===== src/rtl/pll_reset_sequencer.sv =====
// -----------------------------------------------------------------------------
// pll_reset_sequencer
//
// Clocked by the PLL output clock. It synchronises the PLL lock flag and waits
// for lock to stay stable for SETTLE_CYCLES cycles. It then holds the core in
// reset for RESET_CYCLES more cycles before releasing it. While running, it
// produces a one-cycle clock-enable strobe every CE_DIV cycles. Any loss of lock
// puts the core back in reset at once and restarts the sequence.
//
// Optional build macro LOCK_LOSS_COUNT_EN:
//   defined   - lock_loss_cnt counts RUN -> WAIT_LOCK transitions. It saturates
//               at 255 and is cleared only by rst_n.
//   undefined - lock_loss_cnt is tied to zero. The port is still present.
//
// Reset is synchronous and active-low. It is sampled on the rising clock edge.
// -----------------------------------------------------------------------------
module pll_reset_sequencer #(
   parameter int SYNC_STAGES   = 2,
   parameter int SETTLE_CYCLES = 1024,
   parameter int RESET_CYCLES  = 16,
   parameter int CE_DIV        = 4
) (
   input  logic       clk,
   input  logic       rst_n,
   input  logic       pll_lock,
   output logic       core_rst_n,
   output logic       ce_div,
   output logic       pll_locked,
   output logic [7:0] lock_loss_cnt
);

   // The sequence counter is wide enough for the longer of the two phases,
   // plus one bit of headroom.
   localparam int MAX_CYC = (SETTLE_CYCLES > RESET_CYCLES) ? SETTLE_CYCLES : RESET_CYCLES;
   localparam int CNT_W   = $clog2(MAX_CYC) + 1;
   localparam int DIV_W   = $clog2(CE_DIV) + 1;

   localparam logic [CNT_W-1:0] CNT_ZERO    = {CNT_W{1'b0}};
   localparam logic [CNT_W-1:0] CNT_ONE     = CNT_W'(1);
   localparam logic [CNT_W-1:0] SETTLE_LAST = CNT_W'(SETTLE_CYCLES - 1);
   localparam logic [CNT_W-1:0] RESET_LAST  = CNT_W'(RESET_CYCLES - 1);
   localparam logic [DIV_W-1:0] DIV_ZERO    = {DIV_W{1'b0}};
   localparam logic [DIV_W-1:0] DIV_ONE     = DIV_W'(1);
   localparam logic [DIV_W-1:0] DIV_LAST    = DIV_W'(CE_DIV - 1);

   typedef enum logic [1:0] {
      WAIT_LOCK = 2'd0,
      SETTLE    = 2'd1,
      HOLD_RST  = 2'd2,
      RUN       = 2'd3
   } state_e;

   logic [SYNC_STAGES-1:0] sync_q;
   logic                   lock_s;

   state_e                 state_q;
   state_e                 state_d;
   logic [CNT_W-1:0]       seq_cnt_q;
   logic [CNT_W-1:0]       seq_cnt_d;
   logic [DIV_W-1:0]       div_cnt_q;
   logic [DIV_W-1:0]       div_cnt_d;
   logic                   ce_div_d;
   logic                   core_rst_n_q;
   logic                   ce_div_q;

   // Lock synchroniser: pll_lock enters at bit 0 and moves toward the MSB.
   always_ff @(posedge clk) begin
      if (!rst_n) begin
         sync_q <= {SYNC_STAGES{1'b0}};
      end else begin
         sync_q <= {sync_q[SYNC_STAGES-2:0], pll_lock};
      end
   end

   assign lock_s = sync_q[SYNC_STAGES-1];

   // Sequencer next state. Loss of lock takes priority over any terminal count.
   always_comb begin
      state_d   = state_q;
      seq_cnt_d = seq_cnt_q;
      case (state_q)
         WAIT_LOCK: begin
            seq_cnt_d = CNT_ZERO;
            if (lock_s) begin
               state_d = SETTLE;
            end else begin
               state_d = WAIT_LOCK;
            end
         end
         SETTLE: begin
            if (!lock_s) begin
               state_d   = WAIT_LOCK;
               seq_cnt_d = CNT_ZERO;
            end else if (seq_cnt_q == SETTLE_LAST) begin
               state_d   = HOLD_RST;
               seq_cnt_d = CNT_ZERO;
            end else begin
               seq_cnt_d = seq_cnt_q + CNT_ONE;
            end
         end
         HOLD_RST: begin
            if (!lock_s) begin
               state_d   = WAIT_LOCK;
               seq_cnt_d = CNT_ZERO;
            end else if (seq_cnt_q == RESET_LAST) begin
               state_d   = RUN;
               seq_cnt_d = CNT_ZERO;
            end else begin
               seq_cnt_d = seq_cnt_q + CNT_ONE;
            end
         end
         RUN: begin
            seq_cnt_d = CNT_ZERO;
            if (!lock_s) begin
               state_d = WAIT_LOCK;
            end else begin
               state_d = RUN;
            end
         end
         default: begin
            state_d   = WAIT_LOCK;
            seq_cnt_d = CNT_ZERO;
         end
      endcase
   end

   // Divider next state. It counts only between two consecutive RUN cycles, so
   // the first RUN cycle always starts at zero.
   always_comb begin
      if ((state_q == RUN) && (state_d == RUN)) begin
         if (div_cnt_q == DIV_LAST) begin
            div_cnt_d = DIV_ZERO;
         end else begin
            div_cnt_d = div_cnt_q + DIV_ONE;
         end
      end else begin
         div_cnt_d = DIV_ZERO;
      end
      ce_div_d = (state_d == RUN) && (div_cnt_d == DIV_LAST);
   end

   // Sequencer state, counters and registered outputs. core_rst_n is loaded
   // from the next state, so it is high exactly while the FSM is in RUN.
   always_ff @(posedge clk) begin
      if (!rst_n) begin
         state_q      <= WAIT_LOCK;
         seq_cnt_q    <= CNT_ZERO;
         div_cnt_q    <= DIV_ZERO;
         core_rst_n_q <= 1'b0;
         ce_div_q     <= 1'b0;
      end else begin
         state_q      <= state_d;
         seq_cnt_q    <= seq_cnt_d;
         div_cnt_q    <= div_cnt_d;
         core_rst_n_q <= (state_d == RUN);
         ce_div_q     <= ce_div_d;
      end
   end

   assign core_rst_n = core_rst_n_q;
   assign ce_div     = ce_div_q;
   assign pll_locked = lock_s;

`ifdef LOCK_LOSS_COUNT_EN
   logic       lock_lost_s;
   logic [7:0] loss_cnt_q;

   // Only a drop out of RUN counts. Drops during settle or hold do not count.
   assign lock_lost_s = (state_q == RUN) && !lock_s;

   // Saturating lock-loss counter. It is cleared only by rst_n.
   always_ff @(posedge clk) begin
      if (!rst_n) begin
         loss_cnt_q <= 8'd0;
      end else if (lock_lost_s && (loss_cnt_q != 8'd255)) begin
         loss_cnt_q <= loss_cnt_q + 8'd1;
      end else begin
         loss_cnt_q <= loss_cnt_q;
      end
   end

   assign lock_loss_cnt = loss_cnt_q;
`else
   assign lock_loss_cnt = 8'd0;
`endif

endmodule


===== config.mk =====
export PLATFORM = sky130hd
export DESIGN_NAME = pll_reset_sequencer
export DESIGN_NICKNAME = d
export VERILOG_FILES = /design/src/rtl/pll_reset_sequencer.sv
export SDC_FILE = /design/constraint.sdc
export NUM_CORES = 1
export LEC_CHECK = 0
export ABC_AREA = 1
export CORE_UTILIZATION = 40
export DETAILED_ROUTE_END_ITERATION = 7
export GPL_TIMING_DRIVEN = 0
export PLACE_DENSITY = 0.69
export SYNTH_ARGS = -nofsm -noshare
export SYNTH_HDL_FRONTEND = slang
export SYNTH_SLANG_ARGS = --single-unit

===== constraint.sdc =====
create_clock -name clk -period 2.2 [get_ports clk]
set_input_delay 0.44 -clock clk [delete_from_list [all_inputs] [get_ports clk]]
set_output_delay 0.44 -clock clk [all_outputs]
set_load 0.05 [all_outputs]

## Word level (Yosys, flattened, before mapping)

Cells that the tools add are included.
Widths: inputs -> output; s select.

- Bitwise logic cells: 0
- Shifts and indexed selects: 0
- Reductions and logical operators: 4
- Muxes and demuxes: 14
- Eq/ne operators: 8
- Multiply operators: 0
- $lt $le $gt $ge: 0
- Div/mod/pow operators: 0
- $add $sub $neg: 2

Operator list:

| operator | number |
|---|---|
| $mux 11 | 4 |
| $pmux 11 s3 | 1 |
| $add 11x1->11 const B | 1 |
| $eq 11x10->1 const B | 1 |
| $eq 11x4->1 const B | 1 |
| $mux 2 | 5 |
| $pmux 2 s4 | 1 |
| $eq 2x2->1 const B | 3 |
| $eq 3x2->1 const B | 2 |
| $mux 3 | 2 |
| $add 3x1->3 const B | 1 |
| $eq 2x1->1 const B | 1 |
| $logic_and 1x1->1 | 2 |
| $logic_not 2->1 | 1 |
| $reduce_or 2->1 | 1 |
| $mux 1 | 1 |

- Word-level logic and storage cells: 34
- Input bits: 3
- Memories kept: 0
- Bits in read-only memories: 0
- Bits in latches: 0
- Bits in writable memories: 0
- Register bits: 20
- Output and inout bits: 11

## Longest topological paths before layout

Gate-level depths: netlist (run 1).

- Depth after elaboration: 9
- Gate-level depth with buffers: 9
- Mapped depth without buffers: 9

## Least setup slack after synthesis (run 1)

OpenSTA, ideal clock, no wires.

- Kind: register -> register
- Start: register sync_q[1]
- End: register seq_cnt_q[10]
- Stages on the path, launching flop included: 7
- Data required time: 2.136 ns
- Setup slack: 0.885 ns
- Data arrival time: 1.251 ns
- Buffers on the path: 0
- Clock period less this slack: 1.315 ns
- Path through: dfxtp_1 -> nand2_1 -> inv_1 -> nand3_1 -> nand2_2 -> nand2_4 -> nor2_1

- Cells in the longest elaborated chain, start to end: 2
- Elaborated cells between the ends (all ways): 3
- Those cells by class: mux: 3

RTL lines:

| item | line | text |
|---|---|---|
| from (decl) | 53 | `logic [SYNC_STAGES-1:0] sync_q;` |
| from (signal assigned) | 69 | `sync_q <= {SYNC_STAGES{1'b0}};` |
| from (signal assigned) | 71 | `sync_q <= {sync_q[SYNC_STAGES-2:0], pll_lock};` |
| $mux 11, on equally long branches | 102, 91 |  |
| $pmux 11 s3 (*) | 81 | `case (state_q)` |
| to (signal assigned) | 153 | `seq_cnt_q <= seq_cnt_d;` |
| to (decl) | 58 | `logic [CNT_W-1:0] seq_cnt_q;` |

Mark *: on every way between the ends. The rest lies on a longest branch, timed or not.
A chain may end at the register's enable or synchronous reset.

## Worst setup path after layout (run 1)

- Start: register sync_q[1]
- End: output pll_locked

RTL lines:

| item | line | text |
|---|---|---|
| to (decl) | 28 | `output logic pll_locked,` |

No word-level cell between the ends.

==> results.json, run 1 <==
{
  "status": "finished clean",
  "seqCellArea_um2": 400,
  "grt_pass1_vias": 588,
  "die_x_um": 50.2,
  "avgViaCountPerCell": 4.27,
  "area_growth_syn_to_layout_pct": 17.6,
  "fin_crit_ns": 1.99,
  "syn_inst": 121,
  "crit_family": "buffers and inverters",
  "start_util_pct": 42.1,
  "cts_buffer_depth": 2,
  "antenna_found_initial": 0,
  "arrival_ns": 1.55,
  "h-tree-depth": 1,
  "hold_path.class": "register to register",
  "drt_pass1_iterations": 2,
  "drive_above_1_share_pct": 16.1,
  "layout_commonest_cell": "nor2_1",
  "cts_root_buffer": "clkbuf_4",
  "ios": 14,
  "synth_seq_area_share_pct": 43.0,
  "dp.final_hpwl_um": 1060,
  "maxCapViolations": 0,
  "fin_util_pct": 49.5,
  "rows": 17,
  "yosys.area_share.xor_xnor_pct": 5.65,
  "num-fill-cells": 221,
  "crit_slowest_cell": "clkdlybuf4s50_1",
  "synthDistinctLibCells": 21,
  "path_clk_slew_ns": 0.11,
  "synth_compound_area_share_pct": 2.96,
  "post_cts_resized": 0,
  "synth_fa_ha_area_share_pct": 2.69,
  "cts_sinks": 20,
  "die_h_um": 50.2,
  "synth_seq_cells": 20,
  "drc": 0,
  "crit_chain": "clkdlybuf4s50_1",
  "nNetsFinal": 143,
  "synth_area_um2": 931,
  "worst_pin_slew_ns": 0.510,
  "numCtsBuffers": 3,
  "rsz0062_at_grt": "false",
  "yosys.area_share.simple_pct": 33.2,
  "finalPower_mw": 0.723,
  "dieArea_um2": 2520,
  "vias": 704,
  "vdd.ir_drop.worst_mv": 0.394,
  "crit_fanout": 5,
  "antenna_cells": 0,
  "avgSynthCellArea_um2": 7.69,
  "final_cell_mix": "23 x nor2_1, 21 x nand2_1, 20 x dfxtp_1",
  "setup-tns-final_ns": 0,
  "fmax_mhz": 502,
  "synth_mux_area_share_pct": 0,
  "synth_top_family_by_area": "simple AND/OR/NAND/NOR gates",
  "coreArea_um2": 2210,
  "max_stage_delay_ns": 0.83,
  "finalSetupViolations": 0,
  "avgRoutedWirePerCell_um": 8.21,
  "criticalPathCategory": "register to output pin",
  "post-cts-setup-buffers": 0,
  "gr-total-overflow": 0,
  "drtIter0Drc": 5,
  "cp_num_buf_inv": 1,
  "synth_warnings": 0,
  "wl_um": 1350,
  "multi_input_area_um2": 444,
  "p_leak_nw": 0.490,
  "slew_headroom_pct": 65.9,
  "grt_max_degree": 13,
  "crit_path_end_kind": "output pin",
  "startpoint_type": "register",
  "powerDensity_nw_per_um2": 661,
  "ant_nets": 0,
  "gp_congestion": 0.854,
  "grt.total_usage_pct": 12.2,
  "hold_viol": 0,
  "cts_hold_buf": 0,
  "grt_pass1_wl_um": 2310,
  "clock_latency_ns": 0.30,
  "required_ns": 1.76,
  "skew_ns": 0.00329,
  "fin_crit_sh_pct": 90.5,
  "io_buffers": 5,
  "slew_violations": 0,
  "cts_tree": "yes"
}
-- kinds of logic (layout without fill, tap and decap cells) --
logic type | after synthesis | count (layout)
fa+ha+maj | 2 | 2
compound gates | 5 | 5
buf+inv | 22 | 31
flops | 20 | 20
xor+xnor | 6 | 6
other cells | 1 | 8
simple gates | 65 | 65
-- state kept, by name, indices dropped and copies added (netlist names) --
signal	cells
state_q	2
sync_q	2
seq_cnt_q	11
div_cnt_q	3
core_rst_n	1
ce_div	1
-- worst min-delay path, delay by kind of cell, from the launching register on --
kind                   cells  cell delay (ns)
buffers and inverters      1             0.03
DFF                        1             0.32
and+or+nand+nor            1             0.05
-- routing by layer --
metal | up-vias | share of wire (%) | global-route usage, %
li1 | 388 | - | -
met1 | 304 | 48 | 14.7
met2 | 7 | 48 | 19.8
met3 | 5 | 2.0 | 2.73
met4 | 0 | 2.1 | 7.14
met5 | - | 0 | 0
-- final cells by class --
| type | count | area share, % |
|---|---|---|
| multi-input combinational | 86 | 40.6 |
| sequential | 20 | 36.6 |
| buffer | 8 | 5.49 |
| inverter | 14 | 4.80 |
| timing repair buffer | 5 | 4.57 |
| tap | 28 | 3.20 |
| clock inverter | 1 | 2.74 |
| clock buffer | 3 | 2.06 |
-- path summary, 6_finish.rpt --
kind | from | end | slack (ns) | cells past startpoint
worst min register to register | sync_q[0] | sync_q[1] | 0.43 | 2
worst min-delay path | sync_q[0] | sync_q[1] | 0.43 | 2
worst max register to register | seq_cnt_q[0] | seq_cnt_q[10] | 0.83 | 8
worst max-delay path | sync_q[1] | pll_locked | 0.21 | 1
-- synth_stat cells --
library cell | instances | area share [%]
nor2_1 | 23 | 9.3
nand2_1 | 21 | 8.5
dfxtp_1 | 20 | 43
inv_1 | 14 | 5.6
buf_4 | 8 | 6.5
nand3_1 | 5 | 2.7
xor2_1 | 5 | 4.7
nand3_2 | 4 | 4.3
nor3_1 | 4 | 2.2
a21oi_1 | 2 | 1.1
ha_1 | 2 | 2.7
nand2_2 | 2 | 1.3
nor2_2 | 2 | 1.3
o21ai_0 | 2 | 1.1
and2_1 | 1 | 0.67
conb_1 | 1 | 0.40
nand2_4 | 1 | 1.2
nand4_1 | 1 | 0.67
nor3_2 | 1 | 1.1
o21bai_1 | 1 | 0.81
xnor2_1 | 1 | 0.94
-- power by group --
part / total [mW] / switching [mW] / internal (mW)
registers: 0.367 / 0.00182 / 0.365
clock network: 0.297 / 0.112 / 0.184
logic: 0.0601 / 0.0430 / 0.0171
-- stage by stage --
stage / instances / worst slack (ns) / hold WS, ns / area, um^2
floorplan: 128 / 0.885 / 0.390 / 957
global placement: 161 / 0.545 / 0.395 / 1040
detailed placement: 161 / 0.546 / 0.403 / 1040
CTS: 165 / 0.191 / 0.430 / 1090
global route: 165 / 0.137 / 0.463 / 1090
finish: 165 / 0.208 / 0.427 / 1090
Note: power is estimated with default switching activity, not from simulation.
==> run 2, diff against run 1 <==
--- a/config.mk
+++ b/config.mk
@@ -7,9 +7,11 @@
 export LEC_CHECK = 0
 export ABC_AREA = 1
 export CORE_UTILIZATION = 40
+export CTS_CLUSTER_DIAMETER = 40
 export DETAILED_ROUTE_END_ITERATION = 7
 export GPL_TIMING_DRIVEN = 0
 export PLACE_DENSITY = 0.69
+export SKIP_LAST_GASP = 1
 export SYNTH_ARGS = -nofsm -noshare
 export SYNTH_HDL_FRONTEND = slang
 export SYNTH_SLANG_ARGS = --single-unit
==> results of run 2 <==
No change in the layout: final DEF, timing and power equal those of run 1.
